===== src/rtl/scan_select_seq_if.sv =====
// Bus between a scan controller and the select sequencer.
// master drives en/mask/dwell; slave drives sel/sel_valid/frame_done/busy.
interface scan_select_seq_if #(
    parameter int DWELL_W = 8
);
    logic               en;
    logic [7:0]         mask;
    logic [DWELL_W-1:0] dwell;
    logic [2:0]         sel;
    logic               sel_valid;
    logic               frame_done;
    logic               busy;

    modport master (
        output en, mask, dwell,
        input  sel, sel_valid, frame_done, busy
    );

    modport slave (
        input  en, mask, dwell,
        output sel, sel_valid, frame_done, busy
    );
endinterface


===== src/rtl/scan_select_seq.sv =====
// Select sequencer for a 3-to-8 decoder: steps sel over masked channels.
// Ports: clk, rst_n (async low), bus (slave: en/mask/dwell in, sel/valid/done/busy out).
module scan_select_seq #(
    parameter int DWELL_W      = 8,
    parameter int BLANK_CYCLES = 1
) (
    input  logic              clk,
    input  logic              rst_n,
    scan_select_seq_if.slave  bus
);
    typedef enum logic [1:0] {
        IDLE  = 2'd0,
        SEEK  = 2'd1,
        DWELL = 2'd2,
        BLANK = 2'd3
    } state_t;

    localparam logic [3:0] BLANK_LIM = 4'(BLANK_CYCLES);

    state_t             state_q, state_d;
    logic [3:0]         ptr_q, ptr_d;
    logic [2:0]         sel_q, sel_d;
    logic               valid_q, valid_d;
    logic               done_q, done_d;
    logic               busy_q, busy_d;
    logic [DWELL_W-1:0] dcnt_q, dcnt_d;
    logic [DWELL_W-1:0] dlim_q, dlim_d;
    logic [3:0]         bcnt_q, bcnt_d;

    logic               hit;
    logic [2:0]         hit_ch;
    logic [DWELL_W-1:0] dwell_eff;

    // Lowest enabled channel at or above ptr; descending loop keeps the lowest.
    always_comb begin
        hit    = 1'b0;
        hit_ch = 3'd0;
        for (int i = 7; i >= 0; i--) begin
            if (bus.mask[i] && (4'(i) >= ptr_q)) begin
                hit    = 1'b1;
                hit_ch = 3'(i);
            end
        end
    end

    assign dwell_eff = (bus.dwell == '0) ? DWELL_W'(1) : bus.dwell;

    always_comb begin
        state_d = state_q;
        ptr_d   = ptr_q;
        sel_d   = sel_q;
        valid_d = valid_q;
        done_d  = 1'b0;
        dcnt_d  = dcnt_q;
        dlim_d  = dlim_q;
        bcnt_d  = bcnt_q;
        unique case (state_q)
            IDLE: begin
                if (bus.en && (bus.mask != 8'h00)) begin
                    state_d = SEEK;
                    ptr_d   = 4'd0;
                end
            end
            SEEK: begin
                if (!bus.en || (bus.mask == 8'h00)) begin
                    state_d = IDLE;
                    ptr_d   = 4'd0;
                end else if (hit) begin
                    sel_d   = hit_ch;
                    valid_d = 1'b1;
                    dcnt_d  = DWELL_W'(1);
                    dlim_d  = dwell_eff;
                    state_d = DWELL;
                end else begin
                    // Wrap: one cycle spent here announcing the end of the pass.
                    done_d = 1'b1;
                    ptr_d  = 4'd0;
                end
            end
            DWELL: begin
                if (dcnt_q == dlim_q) begin
                    valid_d = 1'b0;
                    ptr_d   = {1'b0, sel_q} + 4'd1;
                    bcnt_d  = 4'd1;
                    state_d = (BLANK_CYCLES == 0) ? SEEK : BLANK;
                end else begin
                    dcnt_d = dcnt_q + DWELL_W'(1);
                end
            end
            BLANK: begin
                if (bcnt_q == BLANK_LIM) begin
                    state_d = SEEK;
                end else begin
                    bcnt_d = bcnt_q + 4'd1;
                end
            end
            default: state_d = IDLE;
        endcase
        busy_d = (state_d != IDLE);
    end

    always_ff @(posedge clk or negedge rst_n) begin
        if (!rst_n) begin
            state_q <= IDLE;
            ptr_q   <= 4'd0;
            sel_q   <= 3'd0;
            valid_q <= 1'b0;
            done_q  <= 1'b0;
            busy_q  <= 1'b0;
            dcnt_q  <= '0;
            dlim_q  <= '0;
            bcnt_q  <= 4'd0;
        end else begin
            state_q <= state_d;
            ptr_q   <= ptr_d;
            sel_q   <= sel_d;
            valid_q <= valid_d;
            done_q  <= done_d;
            busy_q  <= busy_d;
            dcnt_q  <= dcnt_d;
            dlim_q  <= dlim_d;
            bcnt_q  <= bcnt_d;
        end
    end

    assign bus.sel        = sel_q;
    assign bus.sel_valid  = valid_q;
    assign bus.frame_done = done_q;
    assign bus.busy       = busy_q;
endmodule


===== src/flat_wrapper.sv =====
// flat-port wrapper written by rule: the top's interface ports become plain ports
module scan_select_seq_flat 
#(
    parameter int DWELL_W      = 8,
    parameter int BLANK_CYCLES = 1
)
  (clk, rst_n, bus_en, bus_mask, bus_dwell, bus_sel, bus_sel_valid, bus_frame_done, bus_busy);
  scan_select_seq_if #(.DWELL_W(DWELL_W)) bus_i ();
  input  logic clk;
  input  logic rst_n;
  input wire logic [$bits(bus_i.en)-1:0] bus_en;
  input wire logic [$bits(bus_i.mask)-1:0] bus_mask;
  input wire logic [$bits(bus_i.dwell)-1:0] bus_dwell;
  output wire logic [$bits(bus_i.sel)-1:0] bus_sel;
  output wire logic [$bits(bus_i.sel_valid)-1:0] bus_sel_valid;
  output wire logic [$bits(bus_i.frame_done)-1:0] bus_frame_done;
  output wire logic [$bits(bus_i.busy)-1:0] bus_busy;
  assign bus_i.en = bus_en;
  assign bus_i.mask = bus_mask;
  assign bus_i.dwell = bus_dwell;
  assign bus_sel = bus_i.sel;
  assign bus_sel_valid = bus_i.sel_valid;
  assign bus_frame_done = bus_i.frame_done;
  assign bus_busy = bus_i.busy;
  scan_select_seq #(.DWELL_W(DWELL_W), .BLANK_CYCLES(BLANK_CYCLES)) u_core (.clk(clk), .rst_n(rst_n), .bus(bus_i));
endmodule

===== config.mk =====
export PLATFORM = sky130hd
export DESIGN_NAME = scan_select_seq_flat
export DESIGN_NICKNAME = d
export VERILOG_FILES = /design/src/rtl/scan_select_seq_if.sv /design/src/rtl/scan_select_seq.sv /design/src/flat_wrapper.sv
export SDC_FILE = /design/constraint.sdc
export NUM_CORES = 1
export LEC_CHECK = 0
export BUFFER_PORTS_ARGS = -buffer_cell sky130_fd_sc_hd__buf_2
export CORE_UTILIZATION = 50
export DETAILED_ROUTE_END_ITERATION = 8
export PLACE_DENSITY = 0.71
export SLEW_MARGIN = 10
export SYNTH_ARGS = -nofsm -noshare
export SYNTH_HDL_FRONTEND = slang
export SYNTH_SLANG_ARGS = --single-unit

===== constraint.sdc =====
create_clock -name clk -period 2.4 [get_ports clk]
set_clock_uncertainty 0.05 [all_clocks]
set_input_delay 0.48 -clock clk [delete_from_list [all_inputs] [get_ports clk]]
set_output_delay 0.48 -clock clk [all_outputs]
set_load 0.03 [all_outputs]

==> results_dict.tcl <==
set metrics [dict create \
    outcome "completed" \
    drcViolationCount 0 \
    htree_levels 2 \
    max_freq_mhz 454.5 \
    category_of_the_critical_setup_timing_path "flop to flop" \
    netlist_area_um2 1848 \
    yosys.cell_types.count 44 \
    vias 1602 \
    setup_repair_after_global_routing_missed_its_margin "false" \
    final-seq-area_um2 800.8 \
    cts-hold-fix-buffers 0 \
    ys_seq_area_frac 0.4333 \
    tritoncts "yes" \
    flow.area_growth_from_synthesis_pct 15.98 \
    cp.arrival_ns 2.36 \
    clock_latency_ns 0.28 \
    route.detailed.vias_per_inst 5.524 \
    yosysWarnings 0 \
    grt_pass1_wl_um 6858 \
    timing.final.max_slew_violations 0 \
    post-dp-hpwl_um 2778 \
    post_cts.repair.setup_buffers 0 \
    hold_viol_final 0 \
    drt.antenna.violating_nets 0 \
    total_power_w 0.002490 \
    detail_route.wl_per_cell_um 13.06 \
    multiInputGateArea_um2 978.4 \
    hold_path.class "primary input to asynchronous set/reset pin" \
    postSynthAreaPerCell_um2 8.676 \
    clkSlewWorstSetupHoldPaths_ns 0.07 \
    setup-tns-final_ns 0 \
    dieWidth_um 62.80 \
    antenna-diode-count 0 \
    first_global_vias 1565 \
    die_area_um2 3943 \
    chipHeight_um 62.80 \
    initial_core_util 0.5369 \
    power.static_leakage_nw 1.036 \
    setup.worst_path.start_class "flop" \
    critical_path.max_fanout 9 \
    max-slew-margin-rel 0.5244 \
    floorplan.io_pins 25 \
    timing_worst_slew_pin_value_ns 0.7135 \
    grt.total_usage 0.2246 \
    synthesis.nets 236 \
    initial_antenna_violation_count 0 \
    vdd_ir_drop_max_mv 0.6143 \
    finalHoldWorstSlack_ns 0.1966 \
    tritonroute_pass_1_iters 4 \
    detailedRoute.firstIterationViolations 54 \
    synth_seq_cells 32 \
    share_of_final_layout_standard_cells_stronger_than_drive_strength_1 0.1926 \
    setup_viol 0 \
    cts-buffers-inserted 5 \
    crit_required_ns 2.56 \
    total_global_routing_overflow 0 \
    netlist_instances 213 \
    cts-resized-gates 0 \
    gp_congestion 0.7923 \
    clockRootBuffer "clkbuf_8" \
    routed_wirelength_um 3788 \
    largest_net_degree_at_the_start_of_global_routing 33 \
    fp_rows 21 \
    layout.core_utilization 0.6227 \
    post-route-period-util 0.9168 \
    num-fill-cells 309 \
    clkSinkCount 32 \
    buffer_ports.inserted 24 \
    cts_max_path_buffers 2 \
    finalCriticalPeriod_ns 2.200 \
    drv.max_cap_violation_count 0 \
    net_count_reported_at_finish 266 \
    placeableCoreArea_um2 3442 \
    worst_setup_path_end_kind "flop" \
    cell_pwr_density_nw_per_um2 1162 \
]
==> cells in the mapped netlist, drive strengths merged <==
master   instances  area, um^2
a211oi           2       15.01
a21boi           1       7.510
a21o             1       7.510
a21oi           14       70.07
a22o             2       17.52
a22oi            3       22.52
a311o            1       10.01
a31o             2       17.52
a31oi            1       6.260
a32o             1       10.01
a41o             1       10.01
a41oi            1       8.760
and2             2       15.02
and3             3       18.77
and4b            1       10.01
buf              3       27.52
clkbuf           6       22.52
dfrtp           32       800.8
ha               4       50.05
inv              5       18.77
mux2             1       11.26
mux2i            3       30.03
nand2           33       123.9
nand2b           2       12.51
nand3            9       45.04
nand4            1       6.260
nor2            33       123.9
nor2b            2       12.51
nor3             4       20.02
nor4             2       12.51
o21a             1       7.510
o21ai           10       50.05
o2bb2ai          2       17.52
o311a            1       21.27
o31ai            4       30.03
o41ai            1       8.760
or2              2       12.51
or3              2       17.52
or4              3       22.52
xnor2            1       8.760
xor2            10       87.58
==> through the flow <==
stage	setup slack, ns	cell area [um^2]	instances
2_1_floorplan	0.2354	1848	213
3_3_place_gp	0.1594	2036	282
3_5_place_dp	0.1022	2036	282
4_1_cts	0.2053	2143	290
5_1_grt	0.08945	2143	290
6_report	0.1996	2143	290
==> cell families (layout without fill, tap and decap cells) <==
kind of cell               after synthesis  in the layout  share of synthesized area
and+or+nand+nor                         99             99                     0.2451
AOI/OAI and AO/OA                       49             49                     0.1828
DFF                                     32             32                     0.4333
buffers and inverters                   14             45                    0.03723
xor gates and xnor gates                11             11                    0.05213
adders and majority gates                4              4                    0.02708
muxes                                    4              4                    0.02234
==> path summary, 6_finish.rpt <==
check	start	to	slack, ns	cells after the start
min in group clk	bus_dwell[5]	u_core.dlim_q[5]	0.35	3
max in group asynchronous	rst_n	u_core.dlim_q[0]	1.65	1
min reg2reg	u_core.dlim_q[4]	u_core.dlim_q[4]	0.44	2
min	rst_n	u_core.bus.sel[1]	0.20	1
max reg2reg	u_core.ptr_q[0]	u_core.dcnt_q[5]	0.20	6
max	u_core.ptr_q[0]	u_core.dcnt_q[5]	0.20	6
==> cell type report <==
| class | instances | share of cell area |
|---|---|---|
| multi-input cells | 167 | 0.4565 |
| flip-flops and latches | 32 | 0.3736 |
| repair buffers | 32 | 0.08406 |
| clock buffers | 6 | 0.03386 |
| well taps | 46 | 0.02685 |
| clock inverters | 2 | 0.01635 |
| inverters | 5 | 0.008757 |
==> worst max-delay path, cell delays in order, from the launching register on <==
cell and delay [ns]:
dfrtp_1 0.47, and4b_1 0.23, or3_4 0.38, o311a_4 0.16
and2_4 0.17, or4_1 0.51, a21oi_1 0.16
==> layout by cell type, fill, tap and decap left out, types with 5 or more instances in the layout <==
cell,synthesis,routed
nor2_1,33,33
a21oi_1,14,14
buf_4,0,8
clkbuf_8,0,5
nand2_1,33,33
xor2_1,10,10
dfrtp_1,32,32
buf_2,1,24
o21ai_0,10,10
inv_1,5,5
nand3_1,9,9
==> layer usage <==
layer | share of wire | vias to the layer above | GRT usage
met5 | 0 | - | 0
met3 | 0.036 | 4 | 0.05292
met2 | 0.49 | 38 | 0.3696
met4 | 0.012 | 0 | 0.08140
li1 | - | 809 | -
met1 | 0.46 | 751 | 0.2874
==> registers in the layout, summed over array words and instances (netlist names) <==
name and cells:
u_core.bcnt_q 4, u_core.bus.busy 1, u_core.bus.frame_done 1, u_core.bus.sel 3
u_core.bus.sel_valid 1, u_core.dcnt_q 8, u_core.dlim_q 8, u_core.ptr_q 4
u_core.state_q 2
==> report_power, final <==
group / total, W / internal [W] / switching (W)
registers: 0.000954 / 0.000730 / 0.000224
logic: 0.00103 / 0.000433 / 0.000597
clock network: 0.000506 / 0.000308 / 0.000198
(Power assumes the default switching activity.)
